<file path="config.mk">
export PLATFORM = sky130hd
export DESIGN_NAME = pwm_cmd_sched
export DESIGN_NICKNAME = d
export VERILOG_FILES = /design/src/rtl/pwm_cmd_sched.sv
export SDC_FILE = /design/constraint.sdc
export NUM_CORES = 2
export LEC_CHECK = 0
export CAP_MARGIN = 20
export CORE_UTILIZATION = 53
export DETAILED_ROUTE_END_ITERATION = 16
export PLACE_DENSITY = 0.92
export SYNTH_ARGS = -nofsm -noshare
export SYNTH_HDL_FRONTEND = slang
export SYNTH_SLANG_ARGS = --single-unit
</file>
<file path="constraint.sdc">
create_clock -name axi_clk -period 5.2 [get_ports axi_clk]
set_input_delay 1.04 -clock axi_clk [delete_from_list [all_inputs] [get_ports axi_clk]]
set_output_delay 1.04 -clock axi_clk [all_outputs]
set_load 0.02 [all_outputs]
</file>
<file path="src/rtl/pwm_cmd_sched.sv">
// Setpoint scheduler in front of the PWM generator: arbitrates software/auto
// commands, clamps them, and applies them at period boundaries with slew limiting and a watchdog.
module pwm_cmd_sched #(
    parameter int CW  = 24,
    parameter int WDW = 8
) (
    input  logic          axi_clk,
    input  logic          axi_rst,
    input  logic          enable_i,
    input  logic          period_start_i,
    input  logic [CW-1:0] neutral_0_i,
    input  logic [CW-1:0] neutral_1_i,
    input  logic [CW-1:0] min_i,
    input  logic [CW-1:0] max_i,
    input  logic [CW-1:0] slew_step_i,
    input  logic [WDW-1:0] timeout_i,
    input  logic          sw_override_i,
    input  logic          sw_valid_i,
    output logic          sw_ready_o,
    input  logic [CW-1:0] sw_active_0_i,
    input  logic [CW-1:0] sw_active_1_i,
    input  logic          auto_valid_i,
    output logic          auto_ready_o,
    input  logic [CW-1:0] auto_active_0_i,
    input  logic [CW-1:0] auto_active_1_i,
    output logic          pwm_enable_o,
    output logic [CW-1:0] pwm_active_0_o,
    output logic [CW-1:0] pwm_active_1_o,
    output logic          failsafe_o,
    output logic [1:0]    src_o,
    output logic [15:0]   update_cnt_o
);

    typedef enum logic [1:0] {
        ST_IDLE     = 2'd0,
        ST_RUN      = 2'd1,
        ST_FAILSAFE = 2'd2
    } state_e;

    localparam logic [1:0] SRC_NONE = 2'd0;
    localparam logic [1:0] SRC_SW   = 2'd1;
    localparam logic [1:0] SRC_AUTO = 2'd2;

    // An inverted window (lo > hi) collapses to the upper bound.
    function automatic logic [CW-1:0] clamp(
        input logic [CW-1:0] v,
        input logic [CW-1:0] lo,
        input logic [CW-1:0] hi
    );
        if (lo > hi)
            return hi;
        else if (v < lo)
            return lo;
        else if (v > hi)
            return hi;
        else
            return v;
    endfunction

    function automatic logic [CW-1:0] slew_toward(
        input logic [CW-1:0] cur,
        input logic [CW-1:0] tgt,
        input logic [CW-1:0] step
    );
        logic [CW:0] diff;
        logic        up;
        up   = (tgt >= cur);
        diff = up ? ({1'b0, tgt} - {1'b0, cur}) : ({1'b0, cur} - {1'b0, tgt});
        if ((step == '0) || (diff <= {1'b0, step}))
            return tgt;
        else if (up)
            return cur + step;
        else
            return cur - step;
    endfunction

    state_e         state_q;
    logic [CW-1:0]  tgt_0_q, tgt_1_q;
    logic [CW-1:0]  out_0_q, out_1_q;
    logic [WDW-1:0] wd_cnt_q;
    logic           pwm_en_q;
    logic           failsafe_q;
    logic [1:0]     src_q;
    logic [15:0]    upd_cnt_q;

    logic           active;
    logic           sw_xfer, auto_xfer, xfer;
    logic [1:0]     xfer_src;
    logic [CW-1:0]  cmd_0_d, cmd_1_d;
    logic [CW-1:0]  neu_0_d, neu_1_d;
    logic [WDW-1:0] wd_cnt_d;
    logic           timeout_hit;

    assign active       = (state_q != ST_IDLE);
    assign sw_ready_o   = active && sw_override_i;
    assign auto_ready_o = active && !sw_override_i;

    assign sw_xfer   = sw_valid_i && sw_ready_o;
    assign auto_xfer = auto_valid_i && auto_ready_o;
    assign xfer      = sw_xfer || auto_xfer;

    always_comb begin
        // NOTE: every combinational output gets a default first so no path leaves it unassigned (no latch).
        xfer_src = SRC_NONE;
        cmd_0_d  = clamp(auto_active_0_i, min_i, max_i);
        cmd_1_d  = clamp(auto_active_1_i, min_i, max_i);
        if (sw_xfer) begin
            xfer_src = SRC_SW;
            cmd_0_d  = clamp(sw_active_0_i, min_i, max_i);
            cmd_1_d  = clamp(sw_active_1_i, min_i, max_i);
        end else if (auto_xfer) begin
            xfer_src = SRC_AUTO;
        end
    end

    assign neu_0_d = clamp(neutral_0_i, min_i, max_i);
    assign neu_1_d = clamp(neutral_1_i, min_i, max_i);

    // Watchdog counts whole periods and saturates rather than wrapping.
    assign wd_cnt_d    = (period_start_i && (wd_cnt_q != '1)) ? wd_cnt_q + 1'b1 : wd_cnt_q;
    assign timeout_hit = (timeout_i != '0) && (wd_cnt_d >= timeout_i);

    // NOTE: all state below uses non-blocking assignments so every register samples pre-edge values.
    always_ff @(posedge axi_clk or posedge axi_rst) begin
        if (axi_rst) begin
            state_q    <= ST_IDLE;
            tgt_0_q    <= '0;
            tgt_1_q    <= '0;
            out_0_q    <= '0;
            out_1_q    <= '0;
            wd_cnt_q   <= '0;
            pwm_en_q   <= 1'b0;
            failsafe_q <= 1'b0;
            src_q      <= SRC_NONE;
            upd_cnt_q  <= '0;
        end else if (!enable_i) begin
            state_q    <= ST_IDLE;
            pwm_en_q   <= 1'b0;
            failsafe_q <= 1'b0;
            wd_cnt_q   <= '0;
            tgt_0_q    <= neu_0_d;
            tgt_1_q    <= neu_1_d;
            out_0_q    <= neu_0_d;
            out_1_q    <= neu_1_d;
            // Readys were still high this cycle, so a completed handshake is still counted.
            if (xfer) begin
                src_q     <= xfer_src;
                upd_cnt_q <= upd_cnt_q + 16'd1;
            end
        end else begin
            case (state_q)
                ST_IDLE: begin
                    state_q  <= ST_RUN;
                    pwm_en_q <= 1'b1;
                    wd_cnt_q <= '0;
                    tgt_0_q  <= neu_0_d;
                    tgt_1_q  <= neu_1_d;
                    out_0_q  <= neu_0_d;
                    out_1_q  <= neu_1_d;
                end
                ST_RUN, ST_FAILSAFE: begin
                    pwm_en_q <= 1'b1;
                    if (period_start_i) begin
                        out_0_q <= slew_toward(out_0_q, tgt_0_q, slew_step_i);
                        out_1_q <= slew_toward(out_1_q, tgt_1_q, slew_step_i);
                    end
                    if (xfer) begin
                        state_q    <= ST_RUN;
                        failsafe_q <= 1'b0;
                        tgt_0_q    <= cmd_0_d;
                        tgt_1_q    <= cmd_1_d;
                        src_q      <= xfer_src;
                        upd_cnt_q  <= upd_cnt_q + 16'd1;
                        wd_cnt_q   <= '0;
                    end else if (state_q == ST_RUN) begin
                        wd_cnt_q <= wd_cnt_d;
                        if (timeout_hit) begin
                            state_q    <= ST_FAILSAFE;
                            failsafe_q <= 1'b1;
                            tgt_0_q    <= neu_0_d;
                            tgt_1_q    <= neu_1_d;
                        end
                    end
                end
                default: begin
                    state_q  <= ST_IDLE;
                    pwm_en_q <= 1'b0;
                end
            endcase
        end
    end

    assign pwm_enable_o   = pwm_en_q;
    assign pwm_active_0_o = out_0_q;
    assign pwm_active_1_o = out_1_q;
    assign failsafe_o     = failsafe_q;
    assign src_o          = src_q;
    assign update_cnt_o   = upd_cnt_q;

endmodule

</file>
==> metrics.yaml, run 1 <==
logic_synthesis:
  synth_top_area_share_pct: 25.9
  syn_inst: 3217
  synth_area_leaders: "ha_1, dfrtp_1, a21oi_1"
  syn-num-nets: 3965
  synth-main-ff-cell: "dfrtp_1"
  synth_edf_count: 0
  yosysTopAreaCell: "ha_1"
  synth_commonest_cells: "ha_1, a21oi_1, nand2_1"
  syn-mean-instance-area_sq_um: 7.68
  synthMostInstantiatedCell: "ha_1"
  synth-seq-cells: 126
  ys_warn_count: 0
  async_flop_share_pct: 100
  yosysSeqAreaShare_pct: 12.8
  synth_area_sq_um: 24700
  synth_cell_type_count: 85
global_route:
  overflow: 32
  grt_pass1_wl_mm: 236
  grt_pass1_vias: 36700
  grtUsageTotal_pct: 67.1
  grt_max_degree: 94
floorplanning:
  ioPinCount: 301
  row_count: 78
  die_w_um: 218
  start_util_pct: 54.1
  die_height_um: 218
run_status:
  outcome: "aborted with a tool error"
  stop_stage: "5_1_grt"
  firstError: "[ERROR GRT-0116] Global routing finished with congestion. Check the congestion regions in the DRC Viewer."
placed_design:
  routabilityCongestion: 1.29
  dp_cells: 4370
  place_hpwl_mm: 95.1
  numPortBuffers: 300
clock_network:
  cts_sinks: 126
  cts_root_buf: "clkbuf_16"
  numCtsBuffers: 17
  hold_buffers: 0
  htree_num_levels: 4
  clk_path_buf_depth: 2
==> routing by layer <==
metal  global-route usage (%)  overflow
met3                     56.2         1
met4                     60.7        16
met2                     81.3        14
met5                     36.3         0
met1                     67.1         1
==> repair_timing <==
action / 4_1_cts
resized for setup: 114
setup endpoints to repair: 46
pin swaps: 48
setup buffers: 39
gates cloned: 2
==> cells by family after synthesis <==
family | synth area share [%]
AO/OA/AOI/OAI | 30.4
AND/OR/NAND/NOR | 16.9
adder cells (fa/ha/maj) | 26.4
buffers and inverters | 5.71
XOR/XNOR | 5.35
flip-flops | 12.8
multiplexers | 2.53
==> per-stage QoR <==
| stage | cell area (sq um) | hold slack (ns) | util, % | setup WS, ns |
|---|---|---|---|---|
| after floorplan | 24800 | 0.469 | - | 0.00654 |
| after global placement | 31000 | 0.461 | 67.8 | -0.0590 |
| after detailed placement | 31000 | 0.466 | 67.8 | -0.291 |
| after CTS | 32400 | 0.475 | 70.9 | -0.0252 |
==> run 2, diff against run 1 <==
Settings changed: CORE_UTILIZATION 53 to 40, PLACE_DENSITY 0.92 to unset, PLACE_DENSITY_LB_ADDON set to 0.15.
Clock period 5.2 ns to 6.76 ns, I/O delays scaled along.
==> run 2 against run 1 <==
  * The flow now finishes without violations
  * Synthesized area unchanged
  * Synthesized cell count unchanged
==> metrics.yaml, run 2 <==
run_status:
  outcome: "completed"
logic_synthesis:
  synth_area_leaders: "ha_1, dfrtp_1, a21oi_1"
  synth_commonest_cells: "ha_1, a21oi_1, nand2_1"
  syn-mean-instance-area_sq_um: 7.68  # unchanged
  synthMostInstantiatedCell: "ha_1"
  ys_warn_count: 0  # unchanged
  yosysTopAreaCell: "ha_1"
  synth_area_sq_um: 24700  # unchanged
  syn_inst: 3217  # unchanged
  synth_top_area_share_pct: 25.9  # unchanged
  synth_edf_count: 0  # unchanged
  syn-num-nets: 3965  # unchanged
  synth-seq-cells: 126  # unchanged
  yosysSeqAreaShare_pct: 12.8  # unchanged
  synth_cell_type_count: 85  # unchanged
  synth-main-ff-cell: "dfrtp_1"
  async_flop_share_pct: 100  # unchanged
finish:
  nFillCells: 5945
  fin_cells: 4359
  final_common_cell: "ha_1"
  seqCellArea_sq_um: 3150
  layout_common_cells: "ha_1, clkdlybuf4s50_1, a21oi_1, nand2_1, inv_1"
  drive_above_1_share_pct: 6.80
  area_growth_pct: 21.5
  nets: 4310
  multiInputGateArea_sq_um: 20200
sta:
  tns_ns: 0
  slew_headroom_pct: 18.8
  rsz0062_at_grt: "no"
  fin_crit_sh_pct: 98.0
  skew_ns: 0.0212
  fmax_ghz: 0.151
  finalHoldViolCount: 0
  period_minus_slack_ns: 6.62
  slew_viol_final: 0
  finalSetupViolCount: 0
  worst_pin_slew_ns: 1.20
global_route:
  overflow: 0
  grtUsageTotal_pct: 40.6
  grt_max_degree: 62
  grt_pass1_vias: 27600
  antenna_found_initial: 0
  grt_pass1_wl_mm: 188
critical_path:
  r2r_setup_slack_ns: 0.38
  cpPeakStageDelay_ns: 1.06
  critPathKind: "primary input to flop"
  startpoint_type: "primary input"
  path_cells: "clkdlybuf4s50_1 -> inv_1 -> ha_1 -> a21o_1 -> a21o_1 -> a21oi_1 -> o211ai_1 -> a21oi_2 -> o211ai_1 -> a211oi_1 -> buf_4 -> nor2_1 -> o41ai_1"
  cp.required_ns: 6.99
  cp_slowest_cell: "o41ai_1"
  crit_arrival_ns: 6.85
  cp_max_fo: 21
  endpoint_kind: "flop"
  reg2reg_depth: 24
drt:
  wl_per_cell_um: 30.0
  wl_met2_mm: 54.4
  top_layer: "met4"
  drcViolationCount: 0
  drt-met1-wl_mm: 56.2
  dr.pass1.iters: 8
  dr_wl_met3_mm: 12.8
  drt.antenna.violating_nets: 0
  vias_per_cell: 6.65
  routed_wl_mm: 131
  vias: 29000
  drt-initial-drc-count: 3956
clock_network:
  cts_tree: "built"
  path_clk_slew_ns: 0.07
  cts_sinks: 126  # unchanged
  clk_path_buf_depth: 2  # unchanged
  clock_latency_ns: 0.46
  hold_buffers: 0  # unchanged
  htree_num_levels: 4  # unchanged
  cts_root_buf: "clkbuf_16"
  numCtsBuffers: 17  # unchanged
floorplanning:
  ioPinCount: 301  # unchanged
  fp.coreArea_sq_um: 60700
  die_height_um: 251  # +15%
  die_area_sq_um: 62800
  start_util_pct: 40.7  # -13 points
  row_count: 90  # +15%
  die_w_um: 251  # +15%
power:
  ir_drop_v: 0.000628
  power-per-cell-area_nw_per_um2: 679
  leakage_nw: 14.0
  power_mw: 20.4
placed_design:
  place_hpwl_mm: 108  # +13%
  numPortBuffers: 300  # unchanged
  routabilityCongestion: 1.01  # -22%
  dp_cells: 4324  # -1.1%
job:
  cap_violations: 0
min_path:
  holdPathStages: 2
  hp-class: "flop to flop"
-- run 2: logic make-up after synthesis --
group / count (synthesis) / share of synthesized area [%]
muxes: 60 / 2.53
and+or+nand+nor: 872 / 16.9
AOI/OAI and AO/OA: 1127 / 30.4
adders and majority gates: 517 / 26.4
DFF: 126 / 12.8
buffers and inverters: 364 / 5.71
xor gates and xnor gates: 151 / 5.35
-- run 2: worst max-delay path: cells and delay by family --
kind | cells | cell delay [ns]
fa+ha+maj | 1 | 0.27
buf+inv | 3 | 1.22
compound gates | 8 | 3.95
simple gates | 1 | 0.05
-- run 2: through the flow --
step	area (sq um)	hold slack (ns)	util [%]	worst slack (ns)
2_1_floorplan	24700	0.469	-	0.990
3_3_place_gp	29400	0.464	48.4	0.0118
3_5_place_dp	29400	0.462	48.4	0.0735
4_1_cts	30000	0.479	49.4	0.102
5_1_grt	30000	0.501	49.5	0.0119
6_report	30000	0.478	49.5	0.138
-- run 2: layer usage --
metal	up-vias	global-route usage, %
met5	-	0.0772
li1	12800	-
met2	1920	60.1
met3	362	6.28
met4	0	19.9
met1	13900	56.7
-- run 2: final cells by class --
type / instances / share of cell area (%)
antenna: 2 / 0.0167
clock inverter: 14 / 0.566
sequential: 126 / 10.5
multi-input combinational: 2727 / 67.3
tap: 782 / 3.26
timing repair buffer: 458 / 14.0
inverter: 232 / 2.91
clock buffer: 18 / 1.46
-- run 2: worst paths after layout --
path / from / to
setup / recovery: min_i[16] / tgt_0_q[16]
hold / removal: src_o[0] / src_o[0]
setup reg to reg: pwm_active_1_o[3] / pwm_active_1_o[2]
hold reg to reg: src_o[0] / src_o[0]
max in group asynchronous: axi_rst / tgt_0_q[22]
min in group asynchronous: axi_rst / wd_cnt_q[0]
-- run 2: timing repair --
action	4_1_cts	5_1_grt
gates resized for setup	0	8
setup endpoints to repair	0	24
buffers inserted	0	0
-- run 2: power by group --
group	internal [mW]	leakage, nW	switching [mW]
clock	0.566	0.300	0.429
combinational	6.93	12.2	10.9
sequential	1.10	1.52	0.456
(Power assumes the default switching activity.)
